$ cat config.mk
export PLATFORM = sky130hd
export DESIGN_NAME = ext_bus_bridge_mc
export DESIGN_NICKNAME = d
export VERILOG_FILES = /design/src/rtl/ext_bus_bridge_pkg.sv /design/src/rtl/ext_bus_bridge_timer.sv /design/src/rtl/ext_bus_bridge_mc.sv
export SDC_FILE = /design/constraint.sdc
export NUM_CORES = 1
export LEC_CHECK = 0
export BUFFER_PORTS_ARGS = -buffer_cell sky130_fd_sc_hd__buf_2
export CAP_MARGIN = 40
export CORE_MARGIN = 8
export CORE_UTILIZATION = 45
export CTS_CLUSTER_DIAMETER = 100
export DETAILED_ROUTE_END_ITERATION = 7
export PLACE_DENSITY = 0.86
export SYNTH_ARGS = -nofsm -noshare
export SYNTH_HDL_FRONTEND = slang
export SYNTH_SLANG_ARGS = --single-unit
$ cat constraint.sdc
create_clock -name clk_clk -period 2.12 [get_ports clk_clk]
set_input_delay 0.106 -clock clk_clk [delete_from_list [all_inputs] [get_ports clk_clk]]
set_output_delay 0.106 -clock clk_clk [all_outputs]
set_load 0.05 [all_outputs]
$ cat src/rtl/ext_bus_bridge_pkg.sv
// Shared types for the multi-channel Avalon-MM to external-bus bridge.
package ext_bus_bridge_pkg;

  typedef enum logic [1:0] {
    IDLE = 2'b00,
    BUS  = 2'b01,
    DONE = 2'b10
  } state_e;

  localparam logic [1:0] RESP_OKAY   = 2'b00;
  localparam logic [1:0] RESP_SLVERR = 2'b10;
  localparam logic [1:0] RESP_DECERR = 2'b11;

endpackage

$ cat src/rtl/ext_bus_bridge_timer.sv
// Ack-wait timer: counts enabled cycles, saturates at TIMEOUT, flags expiry (TIMEOUT=0 never expires).
module ext_bus_bridge_timer #(
  parameter int TIMEOUT = 255
) (
  input  logic clk,
  input  logic rst_n,
  input  logic clear,
  input  logic enable,
  output logic expired
);

  localparam int             TW     = (TIMEOUT > 0) ? $clog2(TIMEOUT + 1) : 1;
  localparam logic [TW-1:0]  LIMIT  = TW'(TIMEOUT);
  localparam bit             ACTIVE = (TIMEOUT != 0);

  logic [TW-1:0] count_q;
  logic          at_limit;

  assign at_limit = (count_q == LIMIT);
  assign expired  = ACTIVE && at_limit;

  // NOTE: state registers use non-blocking assignments so every flop samples pre-edge values.
  always_ff @(posedge clk or negedge rst_n) begin
    if (!rst_n) begin
      count_q <= '0;
    end else if (clear) begin
      count_q <= '0;
    end else if (enable && !at_limit) begin
      count_q <= count_q + 1'b1;
    end
  end

endmodule

$ cat src/rtl/ext_bus_bridge_mc.sv
// N-channel Avalon-MM slave bridge: one external access at a time, ack timeout, irq aggregation.
module ext_bus_bridge_mc
  import ext_bus_bridge_pkg::*;
#(
  parameter int                 CHANNELS     = 2,
  parameter int                 ADDR_W       = 16,
  parameter int                 DATA_W       = 16,
  parameter int                 TIMEOUT      = 255,
  parameter logic [DATA_W-1:0]  TIMEOUT_DATA = '1,
  localparam int                BE_W         = DATA_W / 8,
  localparam int                CH_W         = (CHANNELS > 1) ? $clog2(CHANNELS) : 1
) (
  input  logic                         clk_clk,
  input  logic                         reset_reset_n,
  input  logic [CH_W+ADDR_W-1:0]       avs_address,
  input  logic                         avs_read,
  input  logic                         avs_write,
  input  logic [BE_W-1:0]              avs_byteenable,
  input  logic [DATA_W-1:0]            avs_writedata,
  output logic [DATA_W-1:0]            avs_readdata,
  output logic                         avs_waitrequest,
  output logic [1:0]                   avs_response,
  output logic [CHANNELS*ADDR_W-1:0]   ext_address,
  output logic [CHANNELS-1:0]          ext_bus_enable,
  output logic [CHANNELS*BE_W-1:0]     ext_byte_enable,
  output logic [CHANNELS-1:0]          ext_rw,
  output logic [CHANNELS*DATA_W-1:0]   ext_write_data,
  input  logic [CHANNELS*DATA_W-1:0]   ext_read_data,
  input  logic [CHANNELS-1:0]          ext_acknowledge,
  input  logic [CHANNELS-1:0]          ext_irq,
  output logic [CHANNELS-1:0]          irq_status,
  output logic                         irq,
  output logic [CHANNELS-1:0]          err_sticky,
  input  logic                         err_clear
);

  // One bit per encodable channel number; unpopulated channel numbers decode as errors.
  localparam int                  CH_SPAN  = 1 << CH_W;
  localparam logic [CH_SPAN-1:0]  CH_VALID = CH_SPAN'((1 << CHANNELS) - 1);

  state_e              state_q, state_d;
  logic [CH_W-1:0]     ch_q;
  logic [ADDR_W-1:0]   addr_q;
  logic [BE_W-1:0]     be_q;
  logic [DATA_W-1:0]   wdata_q;
  logic                rd_q;
  logic [DATA_W-1:0]   rdata_q;
  logic [1:0]          resp_q;

  logic                req;
  logic [CH_W-1:0]     req_ch;
  logic                dec_err;
  logic                sel_ack;
  logic [DATA_W-1:0]   sel_rdata;
  logic                tmr_expired;
  logic                timeout_hit;
  logic [CHANNELS-1:0] err_set;

  assign req     = avs_read | avs_write;
  assign req_ch  = avs_address[CH_W+ADDR_W-1:ADDR_W];
  assign dec_err = ~CH_VALID[req_ch];

  ext_bus_bridge_timer #(
    .TIMEOUT (TIMEOUT)
  ) u_timer (
    .clk     (clk_clk),
    .rst_n   (reset_reset_n),
    .clear   (state_q != BUS),
    .enable  (state_q == BUS),
    .expired (tmr_expired)
  );

  // Ack has priority over expiry in the same cycle.
  assign timeout_hit = (state_q == BUS) && !sel_ack && tmr_expired;

  // NOTE: every always_comb output gets a default first so no path can infer a latch.
  always_comb begin
    sel_ack   = 1'b0;
    sel_rdata = '0;
    err_set   = '0;
    for (int c = 0; c < CHANNELS; c++) begin
      if (ch_q == CH_W'(c)) begin
        sel_ack    = ext_acknowledge[c];
        sel_rdata  = ext_read_data[c*DATA_W +: DATA_W];
        err_set[c] = timeout_hit;
      end
    end
  end

  always_comb begin
    state_d = state_q;
    unique case (state_q)
      IDLE:    if (req) state_d = dec_err ? DONE : BUS;
      BUS:     if (sel_ack || tmr_expired) state_d = DONE;
      DONE:    state_d = IDLE;
      default: state_d = IDLE;
    endcase
  end

  always_ff @(posedge clk_clk or negedge reset_reset_n) begin
    if (!reset_reset_n) begin
      state_q <= IDLE;
    end else begin
      state_q <= state_d;
    end
  end

  always_ff @(posedge clk_clk or negedge reset_reset_n) begin
    if (!reset_reset_n) begin
      ch_q    <= '0;
      addr_q  <= '0;
      be_q    <= '0;
      wdata_q <= '0;
      rd_q    <= 1'b0;
      rdata_q <= '0;
      resp_q  <= RESP_OKAY;
    end else begin
      unique case (state_q)
        IDLE: begin
          if (req) begin
            ch_q    <= req_ch;
            addr_q  <= avs_address[ADDR_W-1:0];
            be_q    <= avs_byteenable;
            wdata_q <= avs_writedata;
            rd_q    <= ~avs_write;
            if (dec_err) begin
              rdata_q <= '0;
              resp_q  <= RESP_DECERR;
            end
          end
        end
        BUS: begin
          if (sel_ack) begin
            rdata_q <= rd_q ? sel_rdata : '0;
            resp_q  <= RESP_OKAY;
          end else if (tmr_expired) begin
            rdata_q <= rd_q ? TIMEOUT_DATA : '0;
            resp_q  <= RESP_SLVERR;
          end
        end
        default: ;
      endcase
    end
  end

  always_ff @(posedge clk_clk or negedge reset_reset_n) begin
    if (!reset_reset_n) begin
      err_sticky <= '0;
      irq_status <= '0;
    end else begin
      err_sticky <= (err_clear ? '0 : err_sticky) | err_set;
      irq_status <= ext_irq;
    end
  end

  assign irq             = |irq_status;
  assign avs_waitrequest = (state_q != DONE);
  assign avs_readdata    = rdata_q;
  assign avs_response    = resp_q;

  for (genvar c = 0; c < CHANNELS; c++) begin : g_ch
    logic sel;
    assign sel                                = (state_q == BUS) && (ch_q == CH_W'(c));
    assign ext_bus_enable[c]                  = sel;
    assign ext_rw[c]                          = sel & rd_q;
    assign ext_address[c*ADDR_W +: ADDR_W]    = sel ? addr_q  : '0;
    assign ext_byte_enable[c*BE_W +: BE_W]    = sel ? be_q    : '0;
    assign ext_write_data[c*DATA_W +: DATA_W] = sel ? wdata_q : '0;
  end

endmodule
Yosys cells after proc, flatten, opt, wreduce, memory -nomap -nowiden. Index checks and enable logic that the tools add are counted.

Input bits: 76. Logic and storage cells: 72. Register bits: 68. Output and inout port bits: 96.

Multiplexer cells: 30. Eq/ne operators: 8. Order comparisons: 1. Reductions and logical operators: 15. Bitwise operators: 6. Add/subtract/negate cells: 1.

Operators with widths (number): 16-bit two-way mux (11); 16-bit case mux with 2 select lines (1); 2-bit two-way mux (10); 8-bit two-way mux (2); 8-bit by 1-bit adder with 8-bit output (second input constant) (1); 8-bit equality test (second input constant) (1); 2-bit inequality test (second input constant) (4); 2-bit case mux with 2 select lines (2); 1-bit logical AND (5); 1-bit two-way mux (4); 2-bit AND reduction (2); 4-bit AND reduction (1); 2-bit nonzero test (2); 3-bit inequality test (second input constant) (1); 1-bit bitwise AND (2); 2-bit by 1-bit equality test with 1-bit output (second input constant) (1); 1-bit logical NOT (2); 2-bit logical NOT (1); 1-bit by 2-bit less-than comparator with 1-bit output (second input constant) (1); 2-bit by 1-bit inequality test with 1-bit output (second input constant) (1); 1-bit NOT (2); 2-bit bitwise OR (1); 2-bit OR reduction (1); 1-bit logical OR (1); 1-bit bitwise OR (1).

Depth between registers and ports, before layout. Gate-level depths: netlist of the first run.

Depth in word-level cells: 6. Mapped depth: 6. Gate-level depth less buffers: 5.

By module. From an unflattened synthesis of the first run, not the netlist that was laid out.

Cell total of the unflattened synthesis: 313. Area total of the unflattened synthesis: 3487.1 µm².

Modules (own cells, without submodules): ext_bus_bridge_mc (cells an instance 266, seq. area each 1501.4 µm², instances 1, area an instance 3017.9 µm²); ext_bus_bridge_timer (cells an instance 47, seq. area each 200.2 µm², instances 1, area an instance 469.2 µm²).

Worst setup path after synthesis of the first run. No wires, ideal clock.

Path type: register to output. From: register state_q[1]. To: output port ext_address[10]. Path slack: 382 ps. Data arrival time: 1632 ps. Buffers on the path: 2. Required time: 2014 ps. Cell stages (with the launch flop): 6. Path through: dfrtp_1 nand2b_1 clkbuf_1 nor2_1 clkbuf_1 and2_1.

Longest elaborated chain between the ends: 3.

Ends and longest elaborated chain: start, declared (RTL line ext_bus_bridge_mc.sv:41) `state_e state_q, state_d;`; start signal, assigned (RTL line ext_bus_bridge_mc.sv:104) `state_q <= state_d;`; 2-bit by 1-bit equality test with 1-bit output (RTL line ext_bus_bridge_mc.sv:163) `assign sel = (state_q == BUS) && (ch_q == CH_W'(c));`; 1-bit logical AND (RTL line ext_bus_bridge_mc.sv:163); 16-bit two-way mux (RTL line ext_bus_bridge_mc.sv:166) `assign ext_address[c*ADDR_W +: ADDR_W] = sel ? addr_q : '0;`; end, declared (RTL line ext_bus_bridge_mc.sv:23) `output logic [CHANNELS*ADDR_W-1:0] ext_address,`.

No other way between the ends.

Final worst setup path of the first run.
From: register state_q[1]. To: output port ext_address[16].

Same word-level chain as after synthesis.

==> flow_summary.yaml, run 1 <==
clock_tree:
  clkSinkCount: 68
  htree_levels: 3
  clock-root-buffer: "clkbuf_8"
  numCtsBuffers: 9
  cts.clk_slew.worst_paths_ns: 0.07
  cts_buffer_depth: 2
  cts_tree: "done"
  clock_latency_ns: 0.34
  post-cts-setup-buffers: 0
timing:
  finalMaxSlewViolations: 0
  finClkSkew_ns: 0.00656
  final-hold-violation-count: 0
  tns_ns: 0
  rsz0062_at_grt: "false"
  fin_crit_ns: 1.97
  setup_viol: 0
  fmax_ghz: 0.508
  max_slew.worst_pin.slew_ns: 0.607
  finalCritPeriodShare_pct: 92.9
  relSlewSlack_pct: 59.6
flow_run:
  max_cap_viol_count: 0
floorplan:
  fp-row-count: 31
  ios: 172
  core_area_um2: 7210
  fp.dieW_um: 102
  dieArea_um2: 10400
  start_util_pct: 46.0
  die_h_um: 102
worst_hold_path:
  hp-class: "input pin to flip-flop"
  hold_path_depth: 2
  min_to: "addr_q[15]$_DFFE_PN0P_"
  min_from: "avs_address[15]"
synthesis:
  synthMuxAreaShare_pct: 12.5
  synth_area_um2: 3320
  synth_edf_count: 0
  synth-seq-cells: 68
  synthArstFlopShare_pct: 100
  synth-compound-area-share_pct: 12.9
  synth_top_family_by_area: "simple AND/OR/NAND/NOR gates"
  synth_simple_gate_area_share_pct: 18.3
  synth_flop_cell: "dfrtp_1"
  synth_fa_ha_area_share_pct: 0.377
  synthXorXnorAreaFrac_pct: 0.528
  syn_inst: 287
  synth_warnings: 0
  syn_area_per_cell_um2: 11.6
  yosysSeqAreaShare_pct: 51.3
  synth_nets: 364
  yosysUniqueCellTypes: 35
outcome:
  outcome: "completed"
global_route:
  met1_usage_pct: 19.9
  antenna_found_initial: 0
  grt_use_met2_pct: 34.9
  grt_max_degree: 45
  grt_pass1_wl_mm: 15.8
  top_usage_layer: "met2"
  grtUsageMet3_pct: 8.04
  track_usage_pct: 19.3
  overflow: 0
  grt_pass1_vias: 3272
place:
  gp_congestion: 0.717
  dpl.hpwl_mm: 7.22
  io_buffers: 171
setup_path:
  arrival_ns: 1.86
  crit_chain: "and2b_2, buf_4, and3_1, buf_2"
  cp_num_buf_inv: 2
  cp-end-kind: "output pin"
  path_max_fanout: 16
  rr_worst_depth: 3
  critPathKind: "flip-flop to output pin"
  r2r_start: "state_q[1]$_DFFE_PN0P_"
  crit_family: "simple AND/OR/NAND/NOR gates"
  cp.required_ns: 2.01
  crit_slowest_cell: "dfrtp_1"
  cp_num_cells: 4
  cpPeakStageDelay_ns: 0.40
  r2r_setup_slack_ns: 0.42
  r2r_end: "avs_readdata[5]$_DFFE_PN0P_"
  cp-start-kind: "flip-flop"
power:
  p_per_area_nw_per_um2: 1710
  leakage_nw: 2.59
  ir_drop_uv: 1070
finish:
  fillers: 588
  drive_above_1_share_pct: 47.5
  utilization_pct: 67.2
  n_antenna_cell: 0
  nets: 570
  area_growth_pct: 46.2
drt:
  route.detailed.drc: 0
  vias_per_cell: 5.08
  firstDrtPassIters: 4
  ant_nets: 0
  drt-total-wl_mm: 10.1
  routed-via-count: 3027
  post_drt_wl_per_cell_um: 16.9
  drt-initial-drc-count: 147
[worst max-delay path by stage]
stage | startpoint | endpoint | slack [ns]
3_3_place_gp | state_q[1]$_DFFE_PN0P_ | avs_readdata[4]$_DFFE_PN0P_ | 0.39
2_1_floorplan | state_q[1]$_DFFE_PN0P_ | ext_address[10] | 0.38
3_5_place_dp | state_q[1]$_DFFE_PN0P_ | avs_readdata[5]$_DFFE_PN0P_ | 0.32
5_1_grt | state_q[1]$_DFFE_PN0P_ | ext_address[1] | 0.07
4_1_cts | state_q[1]$_DFFE_PN0P_ | ext_write_data[31] | 0.02
6_report | state_q[1]$_DFFE_PN0P_ | ext_address[16] | 0.15
[routing by layer]
metal / routed length (µm) / share of wire (%) / vias to the layer above
met5: 0 / 0 / -
met4: 140 / 1.4 / 0
met3: 880 / 8.7 / 12
met2: 5300 / 52 / 107
met1: 3790 / 37 / 1463
li1: - / - / 1445
[placed cells by master, fill, tap and decap left out, types with 2 or more instances in the layout]
cell type / count
nand2_1: 5
and3_1: 38
and2_1: 37
buf_12: 2
buf_2: 171
mux2_2: 35
a31oi_1: 3
dlygate4sd3_1: 39
clkbuf_8: 11
dfrtp_1: 68
o21ai_0: 3
nand3_1: 2
a32o_1: 16
xnor2_1: 2
nor2_1: 6
inv_1: 4
a21oi_1: 3
mux2i_1: 2
buf_4: 9
o22a_1: 16
clkbuf_1: 3
nand2b_1: 4
[state kept, by name, summed over array words and instances (netlist names)]
signal	cells
avs_response	2
err_sticky	2
u_timer.count_q	8
state_q	2
wdata_q	16
avs_readdata	16
ch_q	1
addr_q	16
irq_status	2
rd_q	1
be_q	2
[synth_stat cells, types with 2 or more instances]
library cell / number / share of area (%)
xnor2_1: 2 / 0.53
mux2i_1: 2 / 0.60
o21ai_0: 3 / 0.45
clkbuf_1: 15 / 1.7
and2_1: 37 / 7.0
inv_1: 4 / 0.45
nand2b_1: 5 / 0.94
nand2_1: 5 / 0.57
dfrtp_1: 68 / 51
a21oi_1: 3 / 0.45
and3_1: 38 / 7.2
a32o_1: 16 / 4.8
nand3_1: 2 / 0.30
buf_4: 2 / 0.45
o22a_1: 16 / 4.2
a31oi_1: 3 / 0.57
buf_2: 8 / 1.2
mux2_2: 35 / 12
nor2_1: 7 / 0.79
[per-stage QoR]
stage	area [µm²]	setup WS [ns]	total power [W]	cells	hold slack (ns)
3_5_place_dp	4280	0.317	0.00734	542	0.134
2_1_floorplan	3320	0.382	0.00609	287	-0.190
3_3_place_gp	4280	0.387	0.00720	542	0.123
5_1_grt	4850	0.0680	0.00873	596	0.00999
6_report	4850	0.151	0.00830	596	0.0241
4_1_cts	4840	0.0245	0.00834	596	0.00548
[cells by family after synthesis]
family,count (synthesis)
AOI/OAI and AO/OA,49
xor gates and xnor gates,2
adders and majority gates,1
buffers and inverters,30
DFF,68
muxes,37
and+or+nand+nor,100
[where the power goes]
part	switching [W]	internal, W	total (W)
registers	0.000365	0.00182	0.00219
clock network	0.000447	0.000484	0.000931
logic	0.00359	0.00159	0.00518
[repair_timing]
| item | 4_1_cts | 5_1_grt |
|---|---|---|
| hold endpoints to repair | 61 | 0 |
| endpoints found under the setup margin | 0 | 38 |
| gates resized for setup | 0 | 2 |
| hold buffers | 39 | 0 |
[cell type report]
type / instances / area, µm² / share of cell area [%]
Tap cell: 99 / 124 / 2.56
Clock buffer: 14 / 163 / 3.36
Clock inverter: 1 / 7.51 / 0.155
Multi-Input combinational cell: 189 / 1480 / 30.6
Inverter: 4 / 15.0 / 0.310
Timing Repair Buffer: 221 / 1350 / 27.9
Sequential cell: 68 / 1700 / 35.1
Power figures use the tool's default switching activity.
==> run 2, diff against run 1 <==
--- a/config.mk
+++ b/config.mk
@@ -5,13 +5,15 @@
 export SDC_FILE = /design/constraint.sdc
 export NUM_CORES = 1
 export LEC_CHECK = 0
+export ABC_AREA = 1
 export BUFFER_PORTS_ARGS = -buffer_cell sky130_fd_sc_hd__buf_2
 export CAP_MARGIN = 40
 export CORE_MARGIN = 8
-export CORE_UTILIZATION = 45
+export CORE_UTILIZATION = 46
 export CTS_CLUSTER_DIAMETER = 100
 export DETAILED_ROUTE_END_ITERATION = 7
 export PLACE_DENSITY = 0.86
 export SYNTH_ARGS = -nofsm -noshare
 export SYNTH_HDL_FRONTEND = slang
 export SYNTH_SLANG_ARGS = --single-unit
+export TNS_END_PERCENT = 50
==> flow_summary.yaml, run 2 <==
synthesis:
  synth_edf_count: 0
  synthMostInstantiatedCell: "nor2_1"
  syn_inst: 461
  synth_area_leaders: "dfrtp_1, nor2_1, nand2_1"
  synth_simple_gate_area_share_pct: 31.2
  synthXorXnorAreaFrac_pct: 0
  synth.top_cell.area_share_pct: 48.5
  synth_common_cells: "nor2_1, nand2_1, dfrtp_1"
  synth_area_um2: 3510
  synthArstFlopShare_pct: 100
  yosysUniqueCellTypes: 22
  yosysSeqAreaShare_pct: 48.5
  synth-compound-area-share_pct: 8.44
  synthMuxAreaShare_pct: 0
  synth_fa_ha_area_share_pct: 0.356
  syn_area_per_cell_um2: 7.62
  synth_flop_cell: "dfrtp_1"
  synth_nets: 538
  synth_warnings: 0
  synth-seq-cells: 68
  synth_top_family_by_area: "simple AND/OR/NAND/NOR gates"
  synth_largest_area_cell: "dfrtp_1"
finish:
  n_antenna_cell: 0
  design_area_um2: 4650
  final_common_cell: "buf_2"
  nets: 709
  area_growth_pct: 32.5
  drive_above_1_share_pct: 34.3
  layout_common_cells: "buf_2, nor2_1, nand2_1, dfrtp_1, inv_1"
  fillers: 657
drt:
  vias_per_cell: 4.77
  post_drt_wl_per_cell_um: 14.2
  maxUsedRoutingLayer: "met4"
  route.detailed.drc: 0
  routed-via-count: 3522
  drt-total-wl_mm: 10.4
  met3_length_mm: 1.13
  wl_met1_mm: 4.02
  wl_met2_mm: 5.18
  ant_nets: 0
  drt-initial-drc-count: 121
  firstDrtPassIters: 4
global_route:
  grt_max_degree: 40
  overflow: 0
  grt_pass1_vias: 3680
  antenna_found_initial: 0
  grt_pass1_wl_mm: 16.9
  track_usage_pct: 20.2
timing:
  fmax_ghz: 0.510
  finalMaxSlewViolations: 0
  tns_ns: 0
  fin_crit_ns: 1.96
  finalCritPeriodShare_pct: 92.4
  final-hold-violation-count: 0
  finClkSkew_ns: 0.00735
  setup_viol: 0
  max_slew.worst_pin.slew_ns: 0.729
  rsz0062_at_grt: "false"
  relSlewSlack_pct: 51.4
  setup_ws_ns: 0.161
clock_tree:
  htree_levels: 3
  clock-root-buffer: "clkbuf_8"
  cts_buffer_depth: 2
  ctsResizeCount: 0
  cts_tree: "done"
  cts.clk_slew.worst_paths_ns: 0.07
  clkSinkCount: 68
  post-cts-setup-buffers: 0
  clock_latency_ns: 0.33
  numCtsBuffers: 9
  cts_hold_buf: 4
power:
  p_switching_w: 0.00511
  p_per_area_nw_per_um2: 1910
  seqPwrFrac_pct: 23.1
  p_comb_share_pct: 63.5
  ir_drop_uv: 1370
  p_clk_share_pct: 13.5
  swShare_pct: 57.4
  internal_power_w: 0.00379
  leakage_nw: 2.82
setup_path:
  cp-start-kind: "flip-flop"
  cp-end-kind: "output pin"
  path_max_fanout: 34
  critPathKind: "flip-flop to output pin"
  cp.required_ns: 2.01
  arrival_ns: 1.85
  rr_worst_depth: 6
place:
  post-place-ws_ns: 0.543
  io_buffers: 171
  gp_congestion: 0.895
  placed_area_um2: 4390
  dpl.hpwl_mm: 8.08
floorplan:
  dieArea_um2: 10700
  start_util_pct: 46.4
  fp.dieW_um: 103
  die_h_um: 103
  fp-row-count: 32
  core_area_um2: 7570
  ios: 172
worst_hold_path:
  hold_path_depth: 3
  hp-class: "input pin to flip-flop"
flow_run:
  max_cap_viol_count: 0
outcome:
  outcome: "completed"
run 2: worst max-delay path, cell delays in order (launching register included):
cell,delay [ns]
dfrtp_1,0.59
inv_2,0.10
nor2_4,0.13
inv_2,0.22
nor2_1,0.18
buf_2,0.29
run 2: stage by stage:
stage	hold WS, ns	cells	total power (W)	utilization [%]
after global placement	0.203	718	0.00756	57.7
final	0.0187	738	0.00890	61.5
after detailed placement	0.198	719	0.00775	58.0
after CTS	0.00322	738	0.00897	61.5
after floorplan	-0.190	461	0.00660	-
after global routing	0.0107	738	0.00950	61.5
run 2: layout make-up:
| type | count | area, µm² | area share (%) |
|---|---|---|---|
| Sequential cell | 68 | 1700 | 36.6 |
| Multi-Input combinational cell | 318 | 1410 | 30.4 |
| Tap cell | 102 | 128 | 2.74 |
| Clock inverter | 4 | 72.6 | 1.56 |
| Clock buffer | 11 | 151 | 3.25 |
| Timing Repair Buffer | 184 | 996 | 21.4 |
| Inverter | 51 | 191 | 4.11 |
run 2: routing by layer:
metal	up-vias	GRT usage (%)
met5	-	0
met4	0	5.90
met3	12	8.84
met2	153	33.9
met1	1615	22.7
li1	1742	-
run 2: kinds of logic (layout without fill, tap and decap cells):
family | count (synthesis) | in the layout
compound gates | 56 | 56
fa+ha+maj | 1 | 1
buf+inv | 75 | 250
flops | 68 | 68
simple gates | 261 | 261
run 2: path summary, 6_finish.rpt:
kind	startpoint	to	slack, ns
max	ch_q$_DFFE_PN0P_	ext_write_data[29]	0.16
min	avs_address[9]	addr_q[9]$_DFFE_PN0P_	0.02
max reg2reg	ch_q$_DFFE_PN0P_	avs_readdata[7]$_DFFE_PN0P_	0.53
min reg2reg	avs_response[1]$_DFFE_PN0P_	avs_response[1]$_DFFE_PN0P_	0.47
max in group asynchronous	reset_reset_n	wdata_q[2]$_DFFE_PN0P_	1.10
min in group asynchronous	reset_reset_n	avs_readdata[15]$_DFFE_PN0P_	0.37
run 2: power by group through the flow:
stage | clock network (W) | logic [W] | registers, W
after global routing | 0.00128 | 0.00612 | 0.00211
after floorplan | 0 | 0.00409 | 0.00250
after global placement | 0 | 0.00551 | 0.00205
after CTS | 0.00122 | 0.00569 | 0.00205
final | 0.00120 | 0.00565 | 0.00205
after detailed placement | 0 | 0.00568 | 0.00208
